## src/rtl/xbar_route_arbiter.sv

```systemverilog
// Round-robin route arbiter for a single-path blocking crossbar: grants one input,
// issues its control word, then holds the path until the packet's beats have fired.
module xbar_route_arbiter #(
    parameter int N_INPUTS          = 2,
    parameter int N_OUTPUTS         = 2,
    parameter int CONTROL_BIT_WIDTH = 42,
    parameter int LEN_WIDTH         = 8,
    localparam int NI_W             = $clog2(N_INPUTS),
    localparam int NO_W             = $clog2(N_OUTPUTS)
) (
    input  logic                                clk,
    input  logic                                reset,
    input  logic [N_INPUTS-1:0]                 req_val,
    input  logic [N_INPUTS-1:0][NO_W-1:0]       req_dest,
    input  logic [N_INPUTS-1:0][LEN_WIDTH-1:0]  req_len,
    output logic [N_INPUTS-1:0]                 req_rdy,
    output logic [CONTROL_BIT_WIDTH-1:0]        control,
    output logic                                control_val,
    input  logic                                control_rdy,
    input  logic                                xfer_fire,
    output logic                                busy,
    output logic [NI_W-1:0]                     active_input
);

    typedef enum logic [1:0] {IDLE, ISSUE, XFER} state_t;

    localparam logic [NI_W:0] NI_N = (NI_W+1)'(N_INPUTS);

    state_t                 r_state, w_next;
    logic [NI_W-1:0]        r_rr_ptr;
    logic [NI_W-1:0]        r_active;
    logic [NO_W-1:0]        r_dest;
    logic [LEN_WIDTH-1:0]   r_count;

    logic                   w_found;
    logic [NI_W-1:0]        w_winner;
    logic [NI_W:0]          w_sum;
    logic [NI_W-1:0]        w_idx;
    logic                   w_last_beat;

    function automatic logic [NI_W-1:0] inc_mod(input logic [NI_W-1:0] x);
        return (x == NI_W'(N_INPUTS-1)) ? '0 : x + NI_W'(1);
    endfunction

    // Round-robin search starting at r_rr_ptr; first requester wins.
    always_comb begin
        w_found  = 1'b0;
        w_winner = '0;
        w_sum    = '0;
        w_idx    = '0;
        for (int k = 0; k < N_INPUTS; k++) begin
            w_sum = {1'b0, r_rr_ptr} + (NI_W+1)'(k);
            w_idx = NI_W'((w_sum >= NI_N) ? w_sum - NI_N : w_sum);
            if (!w_found && req_val[w_idx]) begin
                w_found  = 1'b1;
                w_winner = w_idx;
            end
        end
    end

    assign w_last_beat = xfer_fire && (r_count == LEN_WIDTH'(1));

    always_ff @(posedge clk) begin
        if (reset) r_state <= IDLE;
        else       r_state <= w_next;
    end

    always_comb begin
        w_next = r_state;
        case (r_state)
            IDLE:    if (w_found && (req_len[w_winner] != '0)) w_next = ISSUE;
            ISSUE:   if (control_rdy) w_next = XFER;
            XFER:    if (w_last_beat) w_next = IDLE;
            default: w_next = IDLE;
        endcase
    end

    // Grant bookkeeping; the pointer only advances once a grant has fully completed.
    always_ff @(posedge clk) begin
        if (reset) begin
            r_rr_ptr <= '0;
            r_active <= '0;
            r_dest   <= '0;
            r_count  <= '0;
        end else begin
            case (r_state)
                IDLE: if (w_found) begin
                    r_active <= w_winner;
                    r_dest   <= req_dest[w_winner];
                    r_count  <= req_len[w_winner];
                    if (req_len[w_winner] == '0) r_rr_ptr <= inc_mod(w_winner);
                end
                XFER: if (xfer_fire) begin
                    r_count <= r_count - LEN_WIDTH'(1);
                    if (w_last_beat) r_rr_ptr <= inc_mod(r_active);
                end
                default: ;
            endcase
        end
    end

    always_comb begin
        req_rdy = '0;
        if (r_state == IDLE && w_found) req_rdy[w_winner] = 1'b1;
    end

    always_comb begin
        control = '0;
        control[CONTROL_BIT_WIDTH-1 -: NI_W]      = r_active;
        control[CONTROL_BIT_WIDTH-NI_W-1 -: NO_W] = r_dest;
    end

    assign control_val  = (r_state == ISSUE);
    assign busy         = (r_state != IDLE);
    assign active_input = r_active;

endmodule
```

## config.mk

```make
export PLATFORM = sky130hd
export DESIGN_NAME = xbar_route_arbiter
export DESIGN_NICKNAME = d
export VERILOG_FILES = /design/src/rtl/xbar_route_arbiter.sv
export SDC_FILE = /design/constraint.sdc
export NUM_CORES = 1
export LEC_CHECK = 0
export BUFFER_PORTS_ARGS = -buffer_cell sky130_fd_sc_hd__buf_2
export CORE_ASPECT_RATIO = 1.75
export CORE_MARGIN = 3
export CORE_UTILIZATION = 45
export DETAILED_ROUTE_END_ITERATION = 10
export PLACE_DENSITY = 0.81
export SLEW_MARGIN = 40
export SYNTH_ARGS = -nofsm -noshare
export SYNTH_HDL_FRONTEND = slang
export SYNTH_SLANG_ARGS = --single-unit
export TNS_END_PERCENT = 30
```

## constraint.sdc

```tcl
create_clock -name clk -period 3.7 [get_ports clk]
set_clock_uncertainty 0.1 [all_clocks]
set_input_delay 0.74 -clock clk [delete_from_list [all_inputs] [get_ports clk]]
set_output_delay 0.74 -clock clk [all_outputs]
set_load 0.02 [all_outputs]
```

# Word level (Yosys, flattened, before mapping)
# Cells that the tools add are included.
[classes] add_sub_neg=6 order_cmp=6 n_eq_ne=9 mux=31 n_reduce_logical=15
[op_table] operator="two-way mux 8 bit" count=4
[op_table] operator="two-way mux 1 bit" count=19
[op_table] operator="case mux 8 bit (2 select lines)" count=1
[op_table] operator="!= test 2 bit, second input constant" count=5
[op_table] operator="equality test 8 x 1 -> 1 bit, second input constant" count=1
[op_table] operator="logical NOT 8 bit" count=1
[op_table] operator="two-way mux 2 bit" count=4
[op_table] operator="nonzero test 8 bit" count=1
[op_table] operator="subtractor 8 x 1 -> 8 bit, second input constant" count=1
[op_table] operator="less-than comparator 1 x 2 -> 1 bit, second input constant" count=3
[op_table] operator="case mux 2 bit (3 select lines)" count=1
[op_table] operator="AND reduction 3 bit" count=2
[op_table] operator="logical AND 1 bit" count=5
[op_table] operator="AND reduction 5 bit" count=1
[op_table] operator="nonzero test 2 bit" count=2
[op_table] operator="adder 1 bit, second input constant" count=2
[op_table] operator="adder 1 x 1 -> 2 bit, second input constant" count=1
[op_table] operator="equality test 2 x 1 -> 1 bit, second input constant" count=1
[op_table] operator="equality test 2 bit, second input constant" count=1
[op_table] operator="greater-or-equal comparator 1 x 2 -> 1 bit, second input constant" count=1
[op_table] operator="greater-or-equal comparator 2 bit, second input constant" count=1
[op_table] operator="logical NOT 2 bit" count=1
[op_table] operator="!= test 2 x 1 -> 1 bit, second input constant" count=1
[op_table] operator="case mux 1 bit (2 select lines)" count=1
[op_table] operator="5 further kinds" count=6
[totals] regBits=13 input_bits=24 word_cells=72

# Logic depth before layout (Yosys ltp)
[logic_depth] word_depth=14 depth_mapped=6

# Worst setup path after synthesis
# No wires, ideal clock.
[synth_timing] kind="in2out" startpoint="in req_val[0]" endpoint="out req_rdy[0]" arrival_time_ns=1.399 t_required_ns=2.860 slack_ns=1.461 stages=4 path_buffers=1 cell_sequence="inv_1 -> o21ai_2 -> buf_4 -> and3_1"
[synth_between] elab_chain_cells=11 elab_cells_between_ends=17 classes_between="order compare: 2; mux: 11; reduce/logical: 4"
[synth_rtl] item="start: declaration" line="13" rtl="input logic [N_INPUTS-1:0] req_val,"
[synth_rtl] item="two-way mux 1 bit (not written as such) (2 in a row)" line="54" rtl="if (!w_found && req_val[w_idx]) begin"
[synth_rtl] item="two-way mux 1 bit" line="54"
[synth_rtl] item="logical NOT 1 bit" line="54"
[synth_rtl] item="logical AND 1 bit" line="54"
[synth_rtl] item="two-way mux 1 bit" line="54"
[synth_rtl] item="less-than comparator 1 x 2 -> 1 bit (not written as such) or greater-or-equal comparator 1 bit (tied branches)" line="104" rtl="if (r_state == IDLE && w_found) req_rdy[w_winner] = 1'b1;"
[synth_rtl] item="logical AND 1 bit (not written as such)" line="104"
[synth_rtl] item="two-way mux 1 bit (not written as such)" line="104"
[synth_rtl] item="demux 1 bit (select 1 bit)" line="104"
[synth_rtl] item="two-way mux 2 bit (*)" line="104"
[synth_rtl] item="end: declaration" line="16" rtl="output logic [N_INPUTS-1:0] req_rdy,"
# Mark *: on every way between the ends. The rest lies on a longest branch, timed or not. The select of a mux whose other input is x is not followed.

# Final worst setup path
# Ends and elaborated chain as after synthesis.

==> impl_results.md <==
* Status: finished, final reports clean
* Antenna viol nets, final at 0
* Antenna violations before repair at 0
* Critical Path Sink Type: primary output
* Hold Crit Depth at 2
* Final period demand of the worst path at 2.66 ns
* Synth Area per Inst at between 7 and 8 sq um
* Fraction of layout cells with a size suffix above 1 at 22.3%
* Count of hold buffers inserted by post-cts repair at 0
* Floorplan die width at 46.4 um
* Area overhead of the layout relative to synthesis at 0.778%
* Number of cells on the critical path at 5
* Count of flip-flops with a built-in enable after synthesis at 0
* Number of maximum-capacitance constraint violations at 0
* Top area cells in the synthesized netlist: sky130_fd_sc_hd__buf_4 25%, sky130_fd_sc_hd__dfxtp_1 20%, sky130_fd_sc_hd__a21oi_1 4.7%, sky130_fd_sc_hd__nor2_1 4.1%, sky130_fd_sc_hd__mux2i_1 3.1%
* Total negative setup slack at 0 ns
* Unrepaired setup endpoints after global routing: false
* Number of buffers on the longest clock path at 2
* Number of buffers inserted during clock tree synthesis at 3
* Weighted congestion at the end of routability-driven global placement at 0.876
* Count of non-filler cells in the finished layout at 215
* Synth Instances at 163
* Insertion delay to the later sink of the worst-skew pair at 0.25 ns
* Longest individual stage delay on the worst path at 0.51 ns
* Count of clock tree sinks at 13
* Post-layout utilization of the core at approximately 48%
* Drt total wl at 2710 um
* Hold violation count in the final report at 0
* Cells along the critical path: buf_2, inv_1, o21ai_2, and3_1, buf_2
* Depth of the most critical reg-to-reg path at 4
* Final worst-path cycle share at 72.0%
* Drc violations at 0
* Cell variety after synth at 42
* Number of buffers added on ports at 30
* Overall die area at 0.00356 sq mm
* Worst setup path startpoint: req_val[0]
* Critical Setup Path Class: in2out
* Most used flip-flop cell after synthesis: sky130_fd_sc_hd__dfxtp_1
* Total global-route track usage at between 10% and 20%
* Beginning of the worst register-to-register path: r_state[0]$_SDFFE_PP0P_
* Crit-path most repeated cell: sky130_fd_sc_hd__buf_2
* Largest net degree at the start of global routing at 19
* CP Data Required Time at 2.86 ns
* Power density over the cells at 387 mW/mm^2
* Number of gates given a new drive strength after cts at 0
* Buf/Inv on CP at 3
* Dpl hpwl at roughly 2200 um
* Synthesis warning total at 0
* Share of the synthesized area in the top cell type at 25.1%
* Die span in y at 76.7 um
* Number of register bits inferred by synthesis at 13
* Headroom to the max-slew limit at ~54%
* R2R setup slack at 1.86 ns
* Number of max-slew violations in the final report at 0
* Element type at the critical path start: input port
* Number of global-route vias before repair at 1010
* Number of setup buffers added after CTS at 0
* Worst Max-Slew Pin Slew at 0.691 ns
* Power Total at between 500 and 600 uW
* Global-route wire length before repair at approximately 4200 um
* Terminus of the critical flop-to-flop path: r_count[4]$_SDFFE_PP0P_
* # setup viols final at 0
* Class of the tightest hold or removal check: reg2reg
* Share of the yosys chip area belonging to registers at 20.2%
* Number of inserted filler cells in the final layout at 291
* Leakage power figure at 0.000639 uW
* Final global-route overflow total at 0
* Cell type with the largest total area after synthesis: sky130_fd_sc_hd__buf_4
* FMAX at 0.375 GHz
* Starting Density at between 40% and 50%
* Net total in the final layout at 215
* Mean routed wirelength per cell at 12.6 um
* CTS H-Tree Depth at 1
* Number of top-level design ports at 71
* Total instance count after detailed placement at 211
* Maximum fanout encountered on the critical timing path at 12
* Slowest-stage cell, CP: sky130_fd_sc_hd__o21ai_2
* Final std cell area, no fill at around 0.0013 sq mm
* CTS clk-pin slew, worst paths at ~0.050 ns
* WP data arrival at 1.82 ns
* Top Family by Delay on Critical Path: compound AO/OA/AOI/OAI gates
* Number of violations reported at the end of detailed-routing iteration 0 at 37
* Maximum vdd drop at around 200 uV
* Pre-antenna DRT Iters at 7
* Total number of vias at 1123
* Row cnt at 25
* Last element of the critical path: req_rdy[0]
* CTS tree: built
* Dpl cell area at 0.00125 sq mm
* Average vias per placed instance at 5.22
* Post-synthesis cell area at 0.00129 sq mm
* Total core area at 0.00272 sq mm
* Library cell used as clock root buffer: sky130_fd_sc_hd__clkbuf_8
* ANT cells at 0
* Fraction of registers with async set or reset after synthesis at 0%
placed cells by master, fill, tap and decap left out, types with 3 or more instances in the layout:
cell type                  instances
sky130_fd_sc_hd__a21oi_1          12
sky130_fd_sc_hd__dfxtp_1          13
sky130_fd_sc_hd__a22oi_1           3
sky130_fd_sc_hd__nor2_1           14
sky130_fd_sc_hd__o21ai_0           4
sky130_fd_sc_hd__o21ai_1           4
sky130_fd_sc_hd__nand2_1           9
sky130_fd_sc_hd__inv_1             5
sky130_fd_sc_hd__nor2b_1           4
sky130_fd_sc_hd__conb_1           40
sky130_fd_sc_hd__nor4_1            4
sky130_fd_sc_hd__buf_2            30
sky130_fd_sc_hd__clkbuf_8          3
sky130_fd_sc_hd__a211oi_1          3
sky130_fd_sc_hd__mux2i_1           4
sky130_fd_sc_hd__mux2_1            3
sky130_fd_sc_hd__nor3_1            3
worst register-to-register path: stages, from the launching register on:
cell and delay [ns]:
sky130_fd_sc_hd__dfxtp_1 0.43, sky130_fd_sc_hd__nand2b_1 0.58, sky130_fd_sc_hd__nor2_1 0.14, sky130_fd_sc_hd__a32o_1 0.29
sky130_fd_sc_hd__a211oi_1 0.22
stage by stage:
step,worst slack (ns),hold WS [ns]
finish,1.04,0.346
global route,0.941,0.381
CTS,1.02,0.352
detailed placement,1.02,0.344
global placement,1.07,0.340
floorplan,1.46,0.332
synthesized netlist by cell type (2+ instances only):
cell type / instances
sky130_fd_sc_hd__nand2_1: 9
sky130_fd_sc_hd__a211o_1: 2
sky130_fd_sc_hd__nor2_1: 14
sky130_fd_sc_hd__or2_1: 2
sky130_fd_sc_hd__o21ai_0: 4
sky130_fd_sc_hd__nor3_1: 3
sky130_fd_sc_hd__nor2b_1: 4
sky130_fd_sc_hd__o21ai_1: 4
sky130_fd_sc_hd__a21oi_1: 12
sky130_fd_sc_hd__mux2i_1: 4
sky130_fd_sc_hd__o22ai_1: 2
sky130_fd_sc_hd__inv_1: 5
sky130_fd_sc_hd__mux2_2: 2
sky130_fd_sc_hd__a211oi_1: 3
sky130_fd_sc_hd__mux2_1: 3
sky130_fd_sc_hd__buf_4: 43
sky130_fd_sc_hd__nor4_1: 4
sky130_fd_sc_hd__ha_1: 2
sky130_fd_sc_hd__a22oi_1: 3
sky130_fd_sc_hd__dfxtp_1: 13
sky130_fd_sc_hd__nand2b_1: 2
sky130_fd_sc_hd__buf_6: 3
kinds of logic after synthesis:
family	share of synthesized area (%)
adders and majority gates	1.95
other	0.292
muxes	7.49
AOI/OAI and AO/OA	19.5
DFF	20.2
and+or+nand+nor	20.7
buffers and inverters	29.9
state kept, by name, indices dropped and copies added, names as in the netlist:
signal	count
r_dest	1
r_state	2
r_count	8
active_input	1
r_rr_ptr	1
worst min-delay path by stage:
stage,endpoint,from
2_1_floorplan,r_dest$_SDFFE_PP0P_,r_dest$_SDFFE_PP0P_
3_3_place_gp,r_dest$_SDFFE_PP0P_,r_dest$_SDFFE_PP0P_
3_5_place_dp,r_dest$_SDFFE_PP0P_,r_dest$_SDFFE_PP0P_
4_1_cts,r_dest$_SDFFE_PP0P_,r_dest$_SDFFE_PP0P_
5_1_grt,r_dest$_SDFFE_PP0P_,r_dest$_SDFFE_PP0P_
6_report,r_dest$_SDFFE_PP0P_,r_dest$_SDFFE_PP0P_
report_power, final:
| group | internal (uW) | switching [uW] |
|---|---|---|
| clock | 76.4 | 56.4 |
| combinational | 64.0 | 126 |
| sequential | 157 | 21.0 |
| total | 297 | 204 |
layout make-up:
class	instances	area, sq um	area share [%]
multi-input combinational	136	788	60.8
sequential	13	260	20.1
timing repair buffer	30	150	11.6
clock buffer	4	45.0	3.47
tap	27	33.8	2.61
inverter	5	18.8	1.45
per-layer routing:
| metal | global-route usage, % | vias to the layer above | routed length [um] |
|---|---|---|---|
| li1 | - | 542 | - |
| met1 | 16.6 | 503 | 980 |
| met3 | 3.29 | 6 | 288 |
| met4 | 9.69 | 0 | 74 |
| met5 | 0 | - | 0 |
| met2 | 27.3 | 72 | 1370 |
(Power assumes the default switching activity.)
